<file path="config.mk">
export PLATFORM = sky130hd
export DESIGN_NAME = freq_poll_master
export DESIGN_NICKNAME = d
export VERILOG_FILES = /design/src/rtl/freq_poll_master.sv
export SDC_FILE = /design/constraint.sdc
export NUM_CORES = 1
export LEC_CHECK = 0
export ABC_AREA = 1
export CELL_PAD_IN_SITES_DETAIL_PLACEMENT = 1
export CELL_PAD_IN_SITES_GLOBAL_PLACEMENT = 1
export CORE_MARGIN = 5
export CORE_UTILIZATION = 43
export CTS_BUF_LIST = sky130_fd_sc_hd__clkbuf_8
export CTS_CLUSTER_DIAMETER = 30
export DETAILED_ROUTE_END_ITERATION = 12
export DONT_BUFFER_PORTS = 1
export HOLD_SLACK_MARGIN = 0.12
export PLACE_DENSITY = 0.77
export RECOVER_POWER = 100
export SYNTH_ARGS = -nofsm -noshare
export SYNTH_HDL_FRONTEND = slang
export SYNTH_SLANG_ARGS = --single-unit
</file>
<file path="constraint.sdc">
create_clock -name clk -period 2.21 [get_ports clk]
set_input_delay 0.221 -clock clk [delete_from_list [all_inputs] [get_ports clk]]
set_output_delay 0.221 -clock clk [all_outputs]
set_load 0.01 [all_outputs]
</file>
<file path="src/rtl/freq_poll_master.sv">
// freq_poll_master: Avalon-MM master that arms the frequency-meter slave,
// confirms the arm by reading it back, and waits out a programmable gate time.
// It then reads the N and M counts and hands each pair to a consumer over a
// valid/ready result port.
module freq_poll_master #(
    parameter logic [31:0] GATE_CYCLES = 32'd50_000_000
) (
    input  logic        clk,
    input  logic        rst,
    input  logic        enable,
    output logic [1:0]  m_address,
    output logic        m_write,
    output logic [31:0] m_writedata,
    output logic        m_read,
    input  logic [31:0] m_readdata,
    input  logic        m_waitrequest,
    output logic [21:0] res_n,
    output logic [12:0] res_m,
    output logic        res_valid,
    input  logic        res_ready,
    output logic        busy,
    output logic        arm_err
);

    typedef enum logic [2:0] {
        IDLE,
        WR_START,
        RD_CHK,
        GATE,
        RD_N,
        RD_M,
        PRESENT,
        WR_STOP
    } state_t;

    localparam logic [1:0]  ADDR_N    = 2'd0;
    localparam logic [1:0]  ADDR_M    = 2'd1;
    localparam logic [1:0]  ADDR_CTRL = 2'd2;
    localparam logic [31:0] GATE_LOAD = GATE_CYCLES - 32'd1;

    state_t      state_q;
    logic [31:0] gateCnt_q;
    logic [1:0]  mAddress_q;
    logic        mWrite_q;
    logic        mWriteBit_q;
    logic        mRead_q;
    logic [21:0] resN_q;
    logic [12:0] resM_q;
    logic        resValid_q;
    logic        busy_q;
    logic        armErr_q;

    // Only the low 22 bits of the read bus ever carry a count we keep.
    logic unusedReadBits;
    assign unusedReadBits = ^m_readdata[31:22];

    // Outputs come straight from registers so the bus sees glitch-free strobes.
    assign m_address   = mAddress_q;
    assign m_write     = mWrite_q;
    assign m_writedata = {31'd0, mWriteBit_q};
    assign m_read      = mRead_q;
    assign res_n       = resN_q;
    assign res_m       = resM_q;
    assign res_valid   = resValid_q;
    assign busy        = busy_q;
    assign arm_err     = armErr_q;

    // Measurement sequencer: every strobe/address change is made on the edge
    // that completes the previous transfer, so nothing moves during a stall.
    always_ff @(posedge clk or posedge rst) begin
        if (rst) begin
            state_q     <= IDLE;
            gateCnt_q   <= 32'd0;
            mAddress_q  <= 2'd0;
            mWrite_q    <= 1'b0;
            mWriteBit_q <= 1'b0;
            mRead_q     <= 1'b0;
            resN_q      <= 22'd0;
            resM_q      <= 13'd0;
            resValid_q  <= 1'b0;
            busy_q      <= 1'b0;
            armErr_q    <= 1'b0;
        end else begin
            case (state_q)
                IDLE: begin
                    if (enable) begin
                        state_q     <= WR_START;
                        mWrite_q    <= 1'b1;
                        mAddress_q  <= ADDR_CTRL;
                        mWriteBit_q <= 1'b1;
                        busy_q      <= 1'b1;
                    end
                end
                WR_START: begin
                    if (!m_waitrequest) begin
                        state_q    <= RD_CHK;
                        mWrite_q   <= 1'b0;
                        mRead_q    <= 1'b1;
                        mAddress_q <= ADDR_CTRL;
                    end
                end
                RD_CHK: begin
                    if (!m_waitrequest) begin
                        mRead_q <= 1'b0;
                        if (m_readdata[0]) begin
                            state_q   <= GATE;
                            gateCnt_q <= GATE_LOAD;
                        end else begin
                            state_q     <= WR_START;
                            armErr_q    <= 1'b1;
                            mWrite_q    <= 1'b1;
                            mWriteBit_q <= 1'b1;
                        end
                    end
                end
                GATE: begin
                    if (!enable) begin
                        state_q     <= WR_STOP;
                        mWrite_q    <= 1'b1;
                        mAddress_q  <= ADDR_CTRL;
                        mWriteBit_q <= 1'b0;
                    end else if (gateCnt_q == 32'd0) begin
                        state_q    <= RD_N;
                        mRead_q    <= 1'b1;
                        mAddress_q <= ADDR_N;
                    end else begin
                        gateCnt_q <= gateCnt_q - 32'd1;
                    end
                end
                RD_N: begin
                    if (!m_waitrequest) begin
                        state_q    <= RD_M;
                        resN_q     <= m_readdata[21:0];
                        mAddress_q <= ADDR_M;
                    end
                end
                RD_M: begin
                    if (!m_waitrequest) begin
                        state_q    <= PRESENT;
                        resM_q     <= m_readdata[12:0];
                        mRead_q    <= 1'b0;
                        resValid_q <= 1'b1;
                    end
                end
                PRESENT: begin
                    if (res_ready) begin
                        resValid_q <= 1'b0;
                        if (enable) begin
                            state_q   <= GATE;
                            gateCnt_q <= GATE_LOAD;
                        end else begin
                            state_q     <= WR_STOP;
                            mWrite_q    <= 1'b1;
                            mAddress_q  <= ADDR_CTRL;
                            mWriteBit_q <= 1'b0;
                        end
                    end
                end
                WR_STOP: begin
                    if (!m_waitrequest) begin
                        state_q  <= IDLE;
                        mWrite_q <= 1'b0;
                        busy_q   <= 1'b0;
                    end
                end
                default: begin
                    state_q  <= IDLE;
                    mWrite_q <= 1'b0;
                    mRead_q  <= 1'b0;
                    busy_q   <= 1'b0;
                end
            endcase
        end
    end

endmodule

</file>
# Yosys cells after proc, flatten, opt, wreduce, memory -nomap -nowiden
# Index checks and enable logic that the tools add are counted.
# word_totals
register_bits	78
input_bits	37
wordCells	104
out_inout_bits	74
# classes
n_bitwise	2
addsub	1
n_eq_ne	24
reduce_logical	22
n_mux	44
# op_table
cell	count
$mux 32	6
$pmux 32 s3	1
$logic_not 32->1	1
$ne 2x2->1 const B	16
$sub 32x1->32 const B	1
$mux 3	10
$pmux 3 s8	1
$mux 2	8
$reduce_and 7->1	2
$eq 3x3->1 const B	4
$mux 1	12
$pmux 2 s5	1
$reduce_and 5->1	2
$reduce_bool 5->1	2
$reduce_and 3->1	3
$reduce_and 8->1	1
$eq 3x2->1 const B	2
$reduce_and 6->1	1
$reduce_bool 3->1	2
$pmux 1 s5	1
$pmux 1 s2	2
$pmux 1 s4	1
$reduce_and 2->1	2
$reduce_bool 2->1	2
other kinds (7)	9

# Longest topological paths before layout
# depth
ltp_word	4
mapped_depth	12
ltp_nobuf	11

# Worst setup path after synthesis
# OpenSTA, ideal clock, no wires.
# synth_timing
path_kind	reg-to-reg
startpoint	register gateCnt_q[0]
endpoint	register gateCnt_q[15]
setup_time_ns	0.119
period_less_slack_ns	1.752
slack_ns	0.458
arrival_time_ns	1.632
n_path_buf	2
required_time_ns	2.091
stages_incl_launch_ff	12
path_cell_list	dfrtp_1 > inv_1 > ha_1 > buf_2 > nand2_1 > nor2_2 > nand2_1 > nor2_1 > nand3_1 > nand3_4 > buf_6 > o21ai_2
# synth_between
elab_chain_len	4
elab_cells_between_ends	7
classes_between	add/sub: 1; eq/ne: 1; mux: 3; reduce/logical: 2
# synth_rtl
element	line	text
start, declared	42	logic [31:0] gateCnt_q;
start signal, assigned	127	gateCnt_q <= gateCnt_q - 32'd1;
$sub 32x1->32	127	
$mux 32	122	end else if (gateCnt_q == 32'd0) begin
$mux 32	117	if (!enable) begin
$pmux 32 s3	84	case (state_q)
# Several ways; a longest one is shown, not always the timed one. The select of a mux whose other input is x is not followed.
# A chain may end at the register's enable or synchronous reset.

# Worst setup path in the final report
# layout_timing
startpoint	register state_q[2]
endpoint	register armErr_q (netlist: arm_err)
# layout_between
elab_chain_len	2
# layout_rtl
element	line	text
start, declared	41	state_t state_q;
start signal, assigned	72	state_q <= IDLE;
start signal, assigned	87	state_q <= WR_START;
start signal, assigned	96	state_q <= RD_CHK;
$eq 3x2->1	84	
$reduce_and 3->1 (no source line)	n/a	
end signal, assigned	82	armErr_q <= 1'b0;
end signal, assigned	110	armErr_q <= 1'b1;
end, declared	51	logic armErr_q;
# Every way passes these cells.

==> results.json <==
{
  "cts_tree": "yes",
  "status": "completed",
  "cts_max_level": 3,
  "final_core_util": 0.470,
  "ios": 111,
  "final_nets": 694,
  "avgRoutedWirePerCell_microns": 16.7,
  "grt_pass1_wl_microns": 22200,
  "regArea_sq_um": 1950,
  "layout-drive-gt1-share": 0.0817,
  "vias_per_cell": 5.14,
  "drtIter0Drc": 182,
  "syn_area_sq_um": 4690,
  "r2r_cells": 6,
  "post-cts-setup-buffers": 0,
  "cts_resized": 0,
  "clk_pin_slew_ns": 0.09,
  "grtUsageTotal": 0.213,
  "postSynthCellCount": 627,
  "cts_buffers": 9,
  "avgSynthCellArea_sq_um": 7.49,
  "clock.fmax_mhz": 493,
  "antenna_found_initial": 1,
  "required_ns": 2.51,
  "finalSetupViolCount": 0,
  "holdWs_ns": 0.152,
  "grt_pass1_vias": 4578,
  "drc": 0,
  "path_max_fanout": 9,
  "rsz0062_at_grt": "false",
  "rr_startpoint": "state_q[2]",
  "startpoint": "state_q[2]",
  "dp_hpwl_microns": 9190,
  "relSlewSlack": 0.197,
  "worst_pin_slew_ns": 1.20,
  "yosys_warnings": 0,
  "row_count": 38,
  "p_leak_nw": 2.49,
  "hold_viol": 0,
  "mostFrequentLayoutCells": "180 x nand2_1, 91 x nor2_1, 78 x dfrtp_1, 66 x o21ai_0, 60 x inv_1",
  "ys_ff_latch": 78,
  "clk_latency_ns": 0.37,
  "hold_depth": 3,
  "cts_sinks": 78,
  "p_per_area_nw_per_um2": 1310,
  "detail_route.wirelength_microns": 13400,
  "synth.distinct_cells": 35,
  "grt_overflow": 0,
  "path_class": "reg2reg",
  "chipHeight_microns": 114,
  "clk_path_buf_depth": 2,
  "skew_ns": 0.0117,
  "die_w_microns": 114,
  "crit_arrival_ns": 2.32,
  "ir_drop_v": 0.000573,
  "slew_violations": 0,
  "areaGrowthSynthToFinish_pct": 8.08,
  "stdcell_count": 802,
  "final.fill_count": 1380,
  "period_share": 0.917,
  "start_kind": "register",
  "dp.cells": 758,
  "grt_max_degree": 41,
  "hp-class": "in2reg",
  "cts_hold_repair.buffers": 27,
  "final_common_cell": "nand2_1",
  "core_area_sq_um": 10800,
  "cap_violations": 0,
  "min_from": "m_waitrequest",
  "final_antenna_net_count": 0,
  "num_vias": 4120,
  "multi_input_area_sq_um": 2160,
  "drtPass1Iterations": 4,
  "clockRootBuffer": "clkbuf_8",
  "place.gp.congestion": 0.854,
  "setup-tns-final_ns": 0,
  "portBuffers": 0,
  "start_util": 0.435,
  "die_area_sq_um": 13100,
  "power_mw": 6.65,
  "final.min_clock_period_ns": 2.03,
  "end_kind": "register",
  "yosysSeqAreaShare": 0.416
}
## routing by layer
| metal | vias up | global-route usage | routed length, microns |
|---|---|---|---|
| met5 | - | 0 | 0 |
| met4 | 0 | 0.0728 | 292 |
| met3 | 22 | 0.0661 | 827 |
| met2 | 92 | 0.373 | 6850 |
| met1 | 2016 | 0.245 | 5390 |
| li1 | 1990 | - | - |
## metrics by stage
stage / setup WS (ns) / area, sq um
floorplan: 0.458 / 4810
global placement: 0.326 / 4720
detailed placement: 0.228 / 4720
global route: 0.0123 / 5070
CTS: 0.193 / 5200
finish: 0.183 / 5070
## where the power goes
group          total [mW]  leakage [nW]  internal (mW)  switching, mW
clock                1.19         0.105          0.550          0.640
combinational        2.66          1.42          0.922           1.74
sequential           2.80         0.965           2.01          0.790
total                6.65          2.49           3.48           3.17
## state kept, by name, indices dropped and copies added (netlist names)
name         cells
m_read           1
m_write          1
busy             1
mWriteBit_q      1
m_address        2
state_q          3
res_m           13
arm_err          1
res_n           22
res_valid        1
gateCnt_q       32
## critical path, stage by stage, from the launching register on
cell and delay (ns):
dfrtp_1 0.44, inv_1 0.34, nand2_2 0.15, nor2_1 0.18, nand2_2 0.09, o21bai_1 0.18, dlygate4sd3_1 0.59
## synth_stat cells
cell type	number	share of area
and2_1	1	0.0013
nor3b_1	1	0.0016
nand2_2	5	0.0067
buf_2	3	0.0032
buf_8	1	0.0032
xnor2_1	1	0.0019
and3_1	1	0.0013
nor2_2	2	0.0027
buf_4	32	0.051
conb_1	1	0.00080
xor2_1	3	0.0056
a21oi_1	2	0.0021
o22ai_1	1	0.0013
nor2_1	90	0.072
o21ai_2	29	0.054
or2_2	3	0.0040
o21bai_1	5	0.0080
mux2_4	3	0.0096
a2bb2oi_1	1	0.0019
ha_1	1	0.0027
nand3_1	42	0.045
nand4_1	12	0.016
nor2_4	4	0.0096
clkbuf_1	5	0.0040
o21ai_0	42	0.045
buf_1	1	0.00080
inv_1	60	0.048
mux2_2	6	0.014
buf_6	6	0.014
nand2_1	179	0.14
dfrtp_1	78	0.42
nand3_2	1	0.0021
nand3_4	1	0.0037
inv_2	3	0.0024
o21ai_1	1	0.0011
## cell type report
type	instances	area share
flip-flops and latches	78	0.385
clock buffers	9	0.0244
multi-input cells	468	0.425
repair buffers	36	0.0671
well taps	140	0.0345
inverters	63	0.0469
clock inverters	7	0.0170
diodes	1	0.000493
## worst paths after layout
kind	to	slack (ns)
setup / recovery	arm_err	0.18
hold / removal	m_read	0.15
setup reg to reg	arm_err	0.18
hold reg to reg	gateCnt_q[0]	0.51
max in group asynchronous	res_n[14]	0.40
min in group asynchronous	gateCnt_q[19]	0.54
## cells by family after synthesis
logic type,synth area share
DFF,0.416
muxes,0.0240
xor gates and xnor gates,0.00746
buffers and inverters,0.127
adders and majority gates,0.00266
AOI/OAI and AO/OA,0.113
and+or+nand+nor,0.309
other,0.000799
(Power assumes the default switching activity.)
